$ cat config.mk
export PLATFORM = sky130hd
export DESIGN_NAME = lsu_arbiter
export DESIGN_NICKNAME = d
export VERILOG_FILES = /design/src/rtl/lsu_arbiter.sv
export SDC_FILE = /design/constraint.sdc
export NUM_CORES = 1
export LEC_CHECK = 0
export ABC_CLOCK_PERIOD_IN_PS = 1550
export CELL_PAD_IN_SITES_DETAIL_PLACEMENT = 1
export CELL_PAD_IN_SITES_GLOBAL_PLACEMENT = 2
export CORE_MARGIN = 3
export CORE_UTILIZATION = 21
export DETAILED_ROUTE_END_ITERATION = 16
export PLACE_DENSITY_LB_ADDON = 0.1
export SYNTH_ARGS = -nofsm -noshare
export SYNTH_HDL_FRONTEND = slang
export SYNTH_SLANG_ARGS = --single-unit
$ cat constraint.sdc
create_clock -name clk -period 1.55 [get_ports clk]
set_clock_uncertainty 0.05 [all_clocks]
set_input_delay 0.2325 -clock clk [delete_from_list [all_inputs] [get_ports clk]]
set_output_delay 0.2325 -clock clk [all_outputs]
set_load 0.05 [all_outputs]
$ cat src/rtl/lsu_arbiter.sv
// Two-port arbiter (instruction fetch, data) in front of a single LSU.
// Operands are latched at grant time so the LSU sees stable commands until lsu_done.
module lsu_arbiter #(
  parameter bit RR_EN = 1'b1
) (
  input  logic        clk,
  input  logic        reset,
  input  logic        f_req,
  input  logic [7:0]  f_addr,
  output logic        f_done,
  output logic [15:0] f_rdata,
  input  logic        d_req,
  input  logic        d_we,
  input  logic [7:0]  d_addr,
  input  logic [15:0] d_wdata,
  output logic        d_done,
  output logic [15:0] d_rdata,
  output logic [1:0]  lsu_en_ls,
  output logic [7:0]  lsu_address,
  output logic [15:0] lsu_data_to_store,
  input  logic        lsu_done,
  input  logic [15:0] lsu_data_to_load,
  output logic        busy,
  output logic        grant
);

  typedef enum logic [1:0] {IDLE, WAIT, RESP} state_t;

  state_t state_reg, state_next;
  logic   grant_reg;
  logic   last_grant_reg;
  logic   we_reg;
  logic   pick_data;

  // Data wins when it is the only requester, on any tie in fixed-priority
  // mode, or on a tie in round-robin mode when fetch was served last.
  always_comb begin
    pick_data = d_req && (!f_req || !RR_EN || !last_grant_reg);
  end

  always_ff @(posedge clk) begin
    if (reset) state_reg <= IDLE;
    else       state_reg <= state_next;
  end

  always_comb begin
    state_next = state_reg;
    case (state_reg)
      IDLE:    if (f_req || d_req) state_next = WAIT;
      WAIT:    if (lsu_done) state_next = RESP;
      RESP:    state_next = IDLE;
      default: state_next = IDLE;
    endcase
  end

  always_comb begin
    busy   = (state_reg != IDLE);
    f_done = (state_reg == RESP) && !grant_reg;
    d_done = (state_reg == RESP) && grant_reg;
    grant  = grant_reg;
  end

  always_ff @(posedge clk) begin
    if (reset) begin
      grant_reg         <= 1'b0;
      last_grant_reg    <= 1'b1;
      we_reg            <= 1'b0;
      lsu_en_ls         <= 2'b00;
      lsu_address       <= 8'h00;
      lsu_data_to_store <= 16'h0000;
      f_rdata           <= 16'h0000;
      d_rdata           <= 16'h0000;
    end else begin
      case (state_reg)
        IDLE: begin
          if (f_req || d_req) begin
            grant_reg         <= pick_data;
            last_grant_reg    <= pick_data;
            we_reg            <= pick_data && d_we;
            lsu_address       <= pick_data ? d_addr : f_addr;
            lsu_data_to_store <= pick_data ? d_wdata : 16'h0000;
            lsu_en_ls         <= (pick_data && d_we) ? 2'b10 : 2'b01;
          end
        end
        WAIT: begin
          if (lsu_done) begin
            // Drop the command on the completion edge so the LSU cannot restart.
            lsu_en_ls <= 2'b00;
            if (!we_reg) begin
              if (grant_reg) d_rdata <= lsu_data_to_load;
              else           f_rdata <= lsu_data_to_load;
            end
          end
        end
        default: ;
      endcase
    end
  end

endmodule

==> summary.md <==
| Metric | Value |
|---|---|
| Initial DRC count | 45 |
| Fill cell count | 1342 |
| Worst Path Required | 1.71 ns |
| Most frequent cells in the layout | buf_4 (82), dfxtp_1 (60), clkdlybuf4s50_1 (52) |
| Via count | 2623 |
| Path category of the worst min-delay check | input port to flip-flop |
| Top-level I/O count | 116 |
| DR WL/cell | 16.4 um |
| Final period util | 0.961 |
| Post-route ant nets | 0 |
| Net count after synthesis | 337 |
| Clock-pin slew on the worst setup and hold paths | 0.05 ns |
| CP max FO | 14 |
| Congestion Overflow GR | 0 |
| Post-synth ARST share | 0 |
| Primary FF master, synth | dfxtp_1 |
| Final worst slack | 0.0602 ns |
| Die Y | 117 um |
| Chip Width | 117 um |
| Final GP Congestion | 0.683 |
| Min Tclk post-route | 1.49 ns |
| Design area | 4290 sq um |
| Worst Path Buf+Inv | 1 |
| Final Setup Violations | 0 |
| Syn. warnings | 0 |
| Drt total wl | 9140 um |
| CTS tree | yes |
| Clock Path Buffers | 2 |
| RSZ-0062 raised after global routing | true |
| Largest stage delay, worst path | 0.35 ns |
| Cts hold-fix bufs | 0 |
| Pre-antenna DRT Iters | 4 |
| Commonest non-fill, non-tap cell in the layout | buf_4 |
| Largest regs | d_rdata (16), f_rdata (16), lsu_data_to_store (16) |
| Max cap viols | 0 |
| Crit path kind | flip-flop to flip-flop |
| Critical-path top delay cell | or3_1 |
| Cell variety after synth | 32 |
| Reg area | 1270 sq um |
| Detailed-route vias per instance | 4.71 |
| Drt drc | 0 |
| DRT met1 WL | 4200 um |
| Largest net degree at the start of global routing | 28 |
| Status | complete, no violations |
| Final std cells w/o fill | 557 |
| Pre-CTS WS | -0.277 ns |
| Post-synthesis sequential area ratio | 0.491 |
| Gate Count Post-Synth | 283 |
| Clock root buffer | clkbuf_16 |
| H-tree depth | 3 |
| Crit path cell chain | nand3b_1, or3_1, buf_4, a31o_2 |
| DP Area | 3900 sq um |
| First-pass GRT wire length | 14600 um |
| Mapped Avg Cell Area | 9.08 sq um |
| WP data arrival | 1.65 ns |
| Multi-input logic area | 1190 sq um |
| Cell Area, Synth | 2570 sq um |
| Crit path max-delay family | simple AND/OR/NAND/NOR gates |
| Worst skew pair latency | 0.32 ns |
| Number of enable flip-flop cells after synthesis | 0 |
| Synth Register Bits | 63 |
| CTS buffer count | 9 |
| Met3 Wirelength | 624 um |
| CTS Sinks | 63 |
| # rows | 39 |
| Area Overhead vs Synth | 67.1% |
| Vias in the first global route | 2754 |
| Leakage | 0.00181 uW |
| FMAX | 0.671 GHz |
| Net count, final | 463 |
| Placed instance count | 537 |
| Gr usage total | 0.137 |
| PD cells | 1190 nW/um^2 |
| Ant diodes | 0 |
| Worst setup SP type | flip-flop |
| Initial Util | 0.219 |
| Actual slew at the worst max-slew pin | 0.482 ns |
| Top layer in use | met4 |
| Post-DP HPWL | 6540 um |
| VDD IR max | 0.531 mV |
| DIE AREA | 13600 sq um |
| Initial antenna violation count | 0 |
| Core outline area | 11700 sq um |
| Met2 WL post-DR | 4230 um |
| Rel. slew slack | 0.671 |
| CP Capture Type | flip-flop |
| Layout cells sized above 1 | 0.321 |
| Final Max Tran Viols | 0 |
| Fin. Hold Viols | 0 |
| Number of port buffers | 115 |
## path summary, 6_finish.rpt
check | end | slack (ns) | startpoint | cells after the start
min | lsu_data_to_store[8]$_SDFFE_PP0P_ | 0.24 | reset | 3
min reg2reg | d_rdata[10]$_SDFFE_PP0P_ | 0.41 | d_rdata[10]$_SDFFE_PP0P_ | 2
max | f_rdata[9]$_SDFFE_PP0P_ | 0.06 | state_reg[1]$_SDFFE_PP0P_ | 4
max reg2reg | f_rdata[9]$_SDFFE_PP0P_ | 0.06 | state_reg[1]$_SDFFE_PP0P_ | 4
## metal layers
| metal | vias up | GRT usage |
|---|---|---|
| li1 | 1292 | - |
| met1 | 1243 | 0.175 |
| met2 | 81 | 0.220 |
| met3 | 7 | 0.0466 |
| met4 | 0 | 0.0436 |
| met5 | - | 0 |
## power by group
group          switching, uW  internal (uW)
combinational            605            409
sequential              56.1           1710
clock                    716           1620
## worst min-delay path: cells and delay by family
family,cells,cell delay (ns)
AO/OA/AOI/OAI,1,0.05
buffers and inverters,2,0.28
## metrics by stage
| stage | util | TNS [ns] | power, uW | hold slack (ns) |
|---|---|---|---|---|
| 6_report | 0.367 | 0 | 5110 | 0.243 |
| 3_3_place_gp | 0.333 | -7.88 | 2790 | 0.399 |
| 4_1_cts | 0.363 | 0 | 5180 | 0.225 |
| 2_1_floorplan | - | -0.00278 | 2350 | 0.337 |
| 5_1_grt | 0.367 | -0.0740 | 5350 | 0.260 |
| 3_5_place_dp | 0.333 | -9.40 | 2800 | 0.406 |
## synthesized netlist by cell type, types with 2 or more instances
library cell  count  area (sq um)
a311oi_1          8          70.1
buf_2             3          15.0
nand4_1          17           106
nand3_1           2          10.0
nand2_1          34           128
nor2_1            3          11.3
a31o_2           16           140
a21oi_1          28           140
nor4_1           16           100
mux2i_1          16           160
dfxtp_1          63          1260
nand2b_1         16           100
o21ai_0          19          95.1
clkbuf_1         24          90.1
## logic make-up (layout without fill, tap and decap cells)
kind of cell	Yosys count	in the layout	share of synthesized area
AND/OR/NAND/NOR	97	97	0.205
AO/OA/AOI/OAI	76	76	0.192
flip-flops	63	63	0.491
buffers and inverters	31	162	0.0497
multiplexers	16	16	0.0623
## layout make-up
cell class	count	share of cell area
multi-input combinational	189	0.278
timing repair buffer	144	0.304
inverter	2	0.00175
clock inverter	3	0.0210
clock buffer	13	0.0583
tap	143	0.0417
sequential	63	0.296
## what timing repair did
action                     CTS  global route
pin swaps                    1             1
setup endpoints to repair    3            14
gates cloned                 0             0
buffers inserted             0             4
resized for setup            5             3
Power figures use the tool's default switching activity.
==> edit 1, RTL diff (same settings) <==
The 3 states of `state_t` get a one-hot encoding in 3 bits.
--- a/src/rtl/lsu_arbiter.sv
+++ b/src/rtl/lsu_arbiter.sv
@@ -25,5 +25,5 @@
 );
 
-  typedef enum logic [1:0] {IDLE, WAIT, RESP} state_t;
+  typedef enum logic [2:0] {IDLE = 3'b001, WAIT = 3'b010, RESP = 3'b100} state_t;
 
   state_t state_reg, state_next;
Formal check against the unedited RTL: same outputs for any inputs over 10 cycles, from zero or initial values and one cycle with reset high; not proved beyond that.
==> edit 1 against the original RTL <==
- the run now ends with setup timing left
- global-route usage shrank 0.47 points
- setup slack lost 0.19 ns
- sequential cell count grew 1
- synthesized area shrank 2.3%
- cell area grew 12%
- die area shrank 2.2%
- cell count grew 6.1%
- wire length grew 1.5%
- total power grew 0.14%
- critical endpoint is now d_done
==> edit 1: results (changes against the original RTL) <==
[timing]
setup_ws_ns=-0.1253  ; -0.1855 ns
finalSetupViolCount=35  ; +35
maxSlewHeadroom_pct=63.91  ; -3.1 points
hold_slack_ns=0.3250  ; +0.08219 ns

[synthesis]
ys_top_cells_by_area=dfxtp_1, nand2_1, a21oi_1
avgSynthCellArea_um2=8.260  ; -9.0%
yosysSeqAreaShare_pct=51.02  ; +1.9 points
synth_commonest_cells=nand2_1, dfxtp_1, a21oi_1
syn_nets=358  ; +6.2%

[critical_path]
r2r_slack_ns=-0.10  ; -0.16 ns
rr_worst_depth=6  ; +2
r2r_end=lsu_address[2]$_SDFFE_PP0P_
cp_max_fo=3  ; -11
cp.arrival_ns=1.39  ; -0.26 ns

[power_and_ir_drop]
p_leak_nw=1.870  ; +3.4%

[grt]
grt_use_total_pct=13.26  ; -0.47 points
first_global_vias=2621  ; -4.8%
grt_use_met3_pct=3.105  ; -1.6 points
grt_use_met2_pct=21.45  ; -0.52 points

[status]
violations=setup timing
outcome=complete, but fails checks

[worst_hold_path]
min_to=lsu_data_to_store[11]$_SDFFE_PP0P_

[placed_design]
post_dp_cell_area_um2=3993  ; +2.4%
dp_cells=560  ; +4.3%

[finish]
fill_cells=1275  ; -5.0%

## edit 1: changes by cell type after synthesis, sizes merged, moves of 2 or more
cell and delta:
a211oi +8, a21oi +9, a311oi -8, a31o -16, buf +5, clkbuf -11, mux2i -8, nand2 +50
nand2b -15, nand4 -17, nor2 +22, nor4 -16, nor4bb +2, o21a +16
## edit 1: final cells by class
cell class | instances | area, um^2 | share of cell area [%]
sequential | 64 | 1287 | 26.81
multi-input combinational | 219 | 1488 | 30.98
inverter | 1 | 3.754 | 0.07817
timing repair buffer | 148 | 1544 | 32.15
clock buffer | 13 | 260.3 | 5.419
tap | 143 | 178.9 | 3.726
clock inverter | 3 | 40.04 | 0.8338
## edit 1: worst max path at each step
stage                               from                            endpoint
2_1_floorplan  state_reg[0]$_SDFFE_PP1P_   lsu_data_to_store[5]$_SDFFE_PP0P_
3_3_place_gp                       f_req   lsu_data_to_store[4]$_SDFFE_PP0P_
3_5_place_dp                       f_req  lsu_data_to_store[15]$_SDFFE_PP0P_
4_1_cts        state_reg[0]$_SDFFE_PP1P_                              d_done
5_1_grt        state_reg[0]$_SDFFE_PP1P_                              d_done
6_report       state_reg[0]$_SDFFE_PP1P_                              d_done
## edit 1: per-layer routing
metal	wire, um	share of wire (%)
met5	0	0
met4	107	1.2
met3	510	5.5
met2	4323	47
met1	4338	47
## edit 1: kinds of logic after synthesis
| family | share of synthesized area, % |
|---|---|
| compound gates | 19.73 |
| buf+inv | 4.534 |
| flops | 51.02 |
| mux | 3.189 |
| simple gates | 21.53 |
## edit 1: power by group through the flow
stage	Sequential, mW	Combinational, mW	Clock (mW)
3_5_place_dp	1.82	1.00	0
4_1_cts	1.79	1.08	2.12
6_report	1.80	1.27	2.05
2_1_floorplan	2.04	0.330	0
3_3_place_gp	1.82	0.998	0
5_1_grt	1.81	1.35	2.20
## edit 1: repair_timing
| item | 4_1_cts | 5_1_grt |
|---|---|---|
| resized for setup | 22 | 84 |
| gates cloned | 3 | 4 |
| pin swaps | 3 | 34 |
| setup buffers | 4 | 4 |
| setup endpoints to repair | 25 | 56 |
## edit 1: stage by stage
step                worst slack [ns]  total power [mW]
floorplan                   -0.04542             2.368
global placement             -0.1716             2.816
detailed placement           -0.2224             2.822
CTS                          -0.1525             4.990
global route                 -0.2047             5.358
finish                       -0.1253             5.117
## edit 1: worst max-delay path: stages (launching register included)
cell and delay (ns):
dfxtp_4 0.34, buf_6 0.12, buf_6 0.12, nor4bb_4 0.31
buf_12 0.18
==> edit 2, RTL diff (config.mk and constraints unchanged) <==
Without the edit above. Set the parameter `RR_EN` to 1'b0 (it was 1'b1).
--- a/src/rtl/lsu_arbiter.sv
+++ b/src/rtl/lsu_arbiter.sv
@@ -2,5 +2,5 @@
 // Operands are latched at grant time so the LSU sees stable commands until lsu_done.
 module lsu_arbiter #(
-  parameter bit RR_EN = 1'b1
+  parameter bit RR_EN = 1'b0
 ) (
   input  logic        clk,
Check against the original RTL: not equivalent (a bounded check fails within 4 cycles, from zero or initial values and one cycle with reset high).
==> edit 2 against the original RTL <==
- setup slack got worse by 0.010 ns
- sequential cell count decreased by 1
- non-clock buffer count decreased by 12
- total power decreased by 8.3%
- wire length decreased by 16%
- first-iteration DRC count increased by 53%
- die area decreased by 1.0%
- cell area decreased by 2.0%
- synthesized area decreased by 1.1%
- critical path type is now reg2out
- critical endpoint is now d_done
- largest power group unchanged
- highest routed layer unchanged
==> edit 2: results (changes against the original RTL) <==
[status]
outcome=completed

[placed_design]
dpl.hpwl_um=5320  ; -19%
dp_cells=514  ; -4.3%
post_dp_cell_area_um2=3864  ; -0.93%
pre_cts_slack_ns=-0.2278  ; +0.04950 ns
place_congestion=0.6756  ; -1.1%

[power_and_ir_drop]
powerClk_mw=1.97  ; -15%
p_leak_nw=1.785  ; -1.3%
internal_power_mw=3.342  ; -10%
total_power_mw=4.688  ; -8.3%
ir_worst_vdd_uv=524.9  ; -1.2%

[synthesis]
yosysSeqAreaShare_pct=48.82  ; -0.26 points
synth_commonest_cells=dfxtp_1, nand2b_1, mux2i_1
ys_top_cells_by_area=dfxtp_1, mux2i_1, nand2b_1
syn_nets=314  ; -6.8%
ys_async_sr_fraction_pct=0  ; unchanged
syn_area_um2=2542  ; -1.1%
synth_cell_types=25  ; -22%
syn_inst=260  ; -8.1%

[finish]
fill_cells=1326  ; -1.2%
drive_above_1_share_pct=27.76  ; -4.4 points
layout.area.seq_um2=1247  ; -1.8%
fin_cells=532  ; -4.5%
fin_nets=438  ; -5.4%

[timing]
maxSlewHeadroom_pct=73.89  ; +6.8 points

[critical_path]
cp.arrival_ns=1.22  ; -0.43 ns
rr_worst_depth=5  ; +1
cp_max_fo=4  ; -10

[drt]
vias=2284  ; -13%
wire_per_inst_um=14.45  ; -12%
first_iter_violations=69  ; +53%

[grt]
grt_use_total_pct=11.62  ; -2.1 points
grt_max_degree=79  ; +180%
first_global_vias=2400  ; -13%
grt_pass1_wl_um=12200  ; -16%

[edit 2: cell count changes in the layout (fill, tap and decap cells not counted), sizes merged, moves of 12 or more]
cell and delta:
nand2b +32, mux2i +24, nand2 -17, nand4 -17
a31o -16, nor4 -16, buf -12
[edit 2: final cells by class]
cell class	instances	share of cell area, %
clock buffer	10	5.438
clock inverter	6	1.486
inverter	1	0.08915
multi-input combinational	178	29.12
sequential	62	29.63
tap	143	4.250
timing repair buffer	132	29.99
[edit 2: path summary, 6_finish.rpt]
path / endpoint / slack (ns) / startpoint
max: d_done / 0.05 / state_reg[0]$_SDFFE_PP0P_
min reg2reg: d_rdata[14]$_SDFFE_PP0P_ / 0.43 / d_rdata[14]$_SDFFE_PP0P_
min: state_reg[1]$_SDFFE_PP0P_ / 0.36 / reset
max reg2reg: d_rdata[7]$_SDFFE_PP0P_ / 0.10 / state_reg[0]$_SDFFE_PP0P_
[edit 2: cell families (layout without fill, tap and decap cells)]
logic type / after synthesis / after routing / synth area share, %
mux: 40 / 40 / 15.75
compound gates: 56 / 56 / 12.01
simple gates: 82 / 82 / 19.39
buf+inv: 20 / 149 / 4.035
flops: 62 / 62 / 48.82
[edit 2: worst max-delay path, stage by stage, from the launching register on]
cell and delay (ns):
dfxtp_4 0.36, buf_4 0.15, and3b_2 0.25, buf_12 0.14
[edit 2: per-layer routing]
metal | vias up | share of wire [%] | GRT usage, %
met2 | 76 | 46 | 18.26
li1 | 1133 | - | -
met3 | 9 | 8.4 | 4.595
met5 | - | 0 | 0
met1 | 1066 | 44 | 14.67
met4 | 0 | 1.5 | 3.635
[edit 2: repair_timing]
item,CTS,global route
gates resized for setup,7,6
setup buffers,1,1
setup endpoints to repair,11,11
pin swaps,0,1
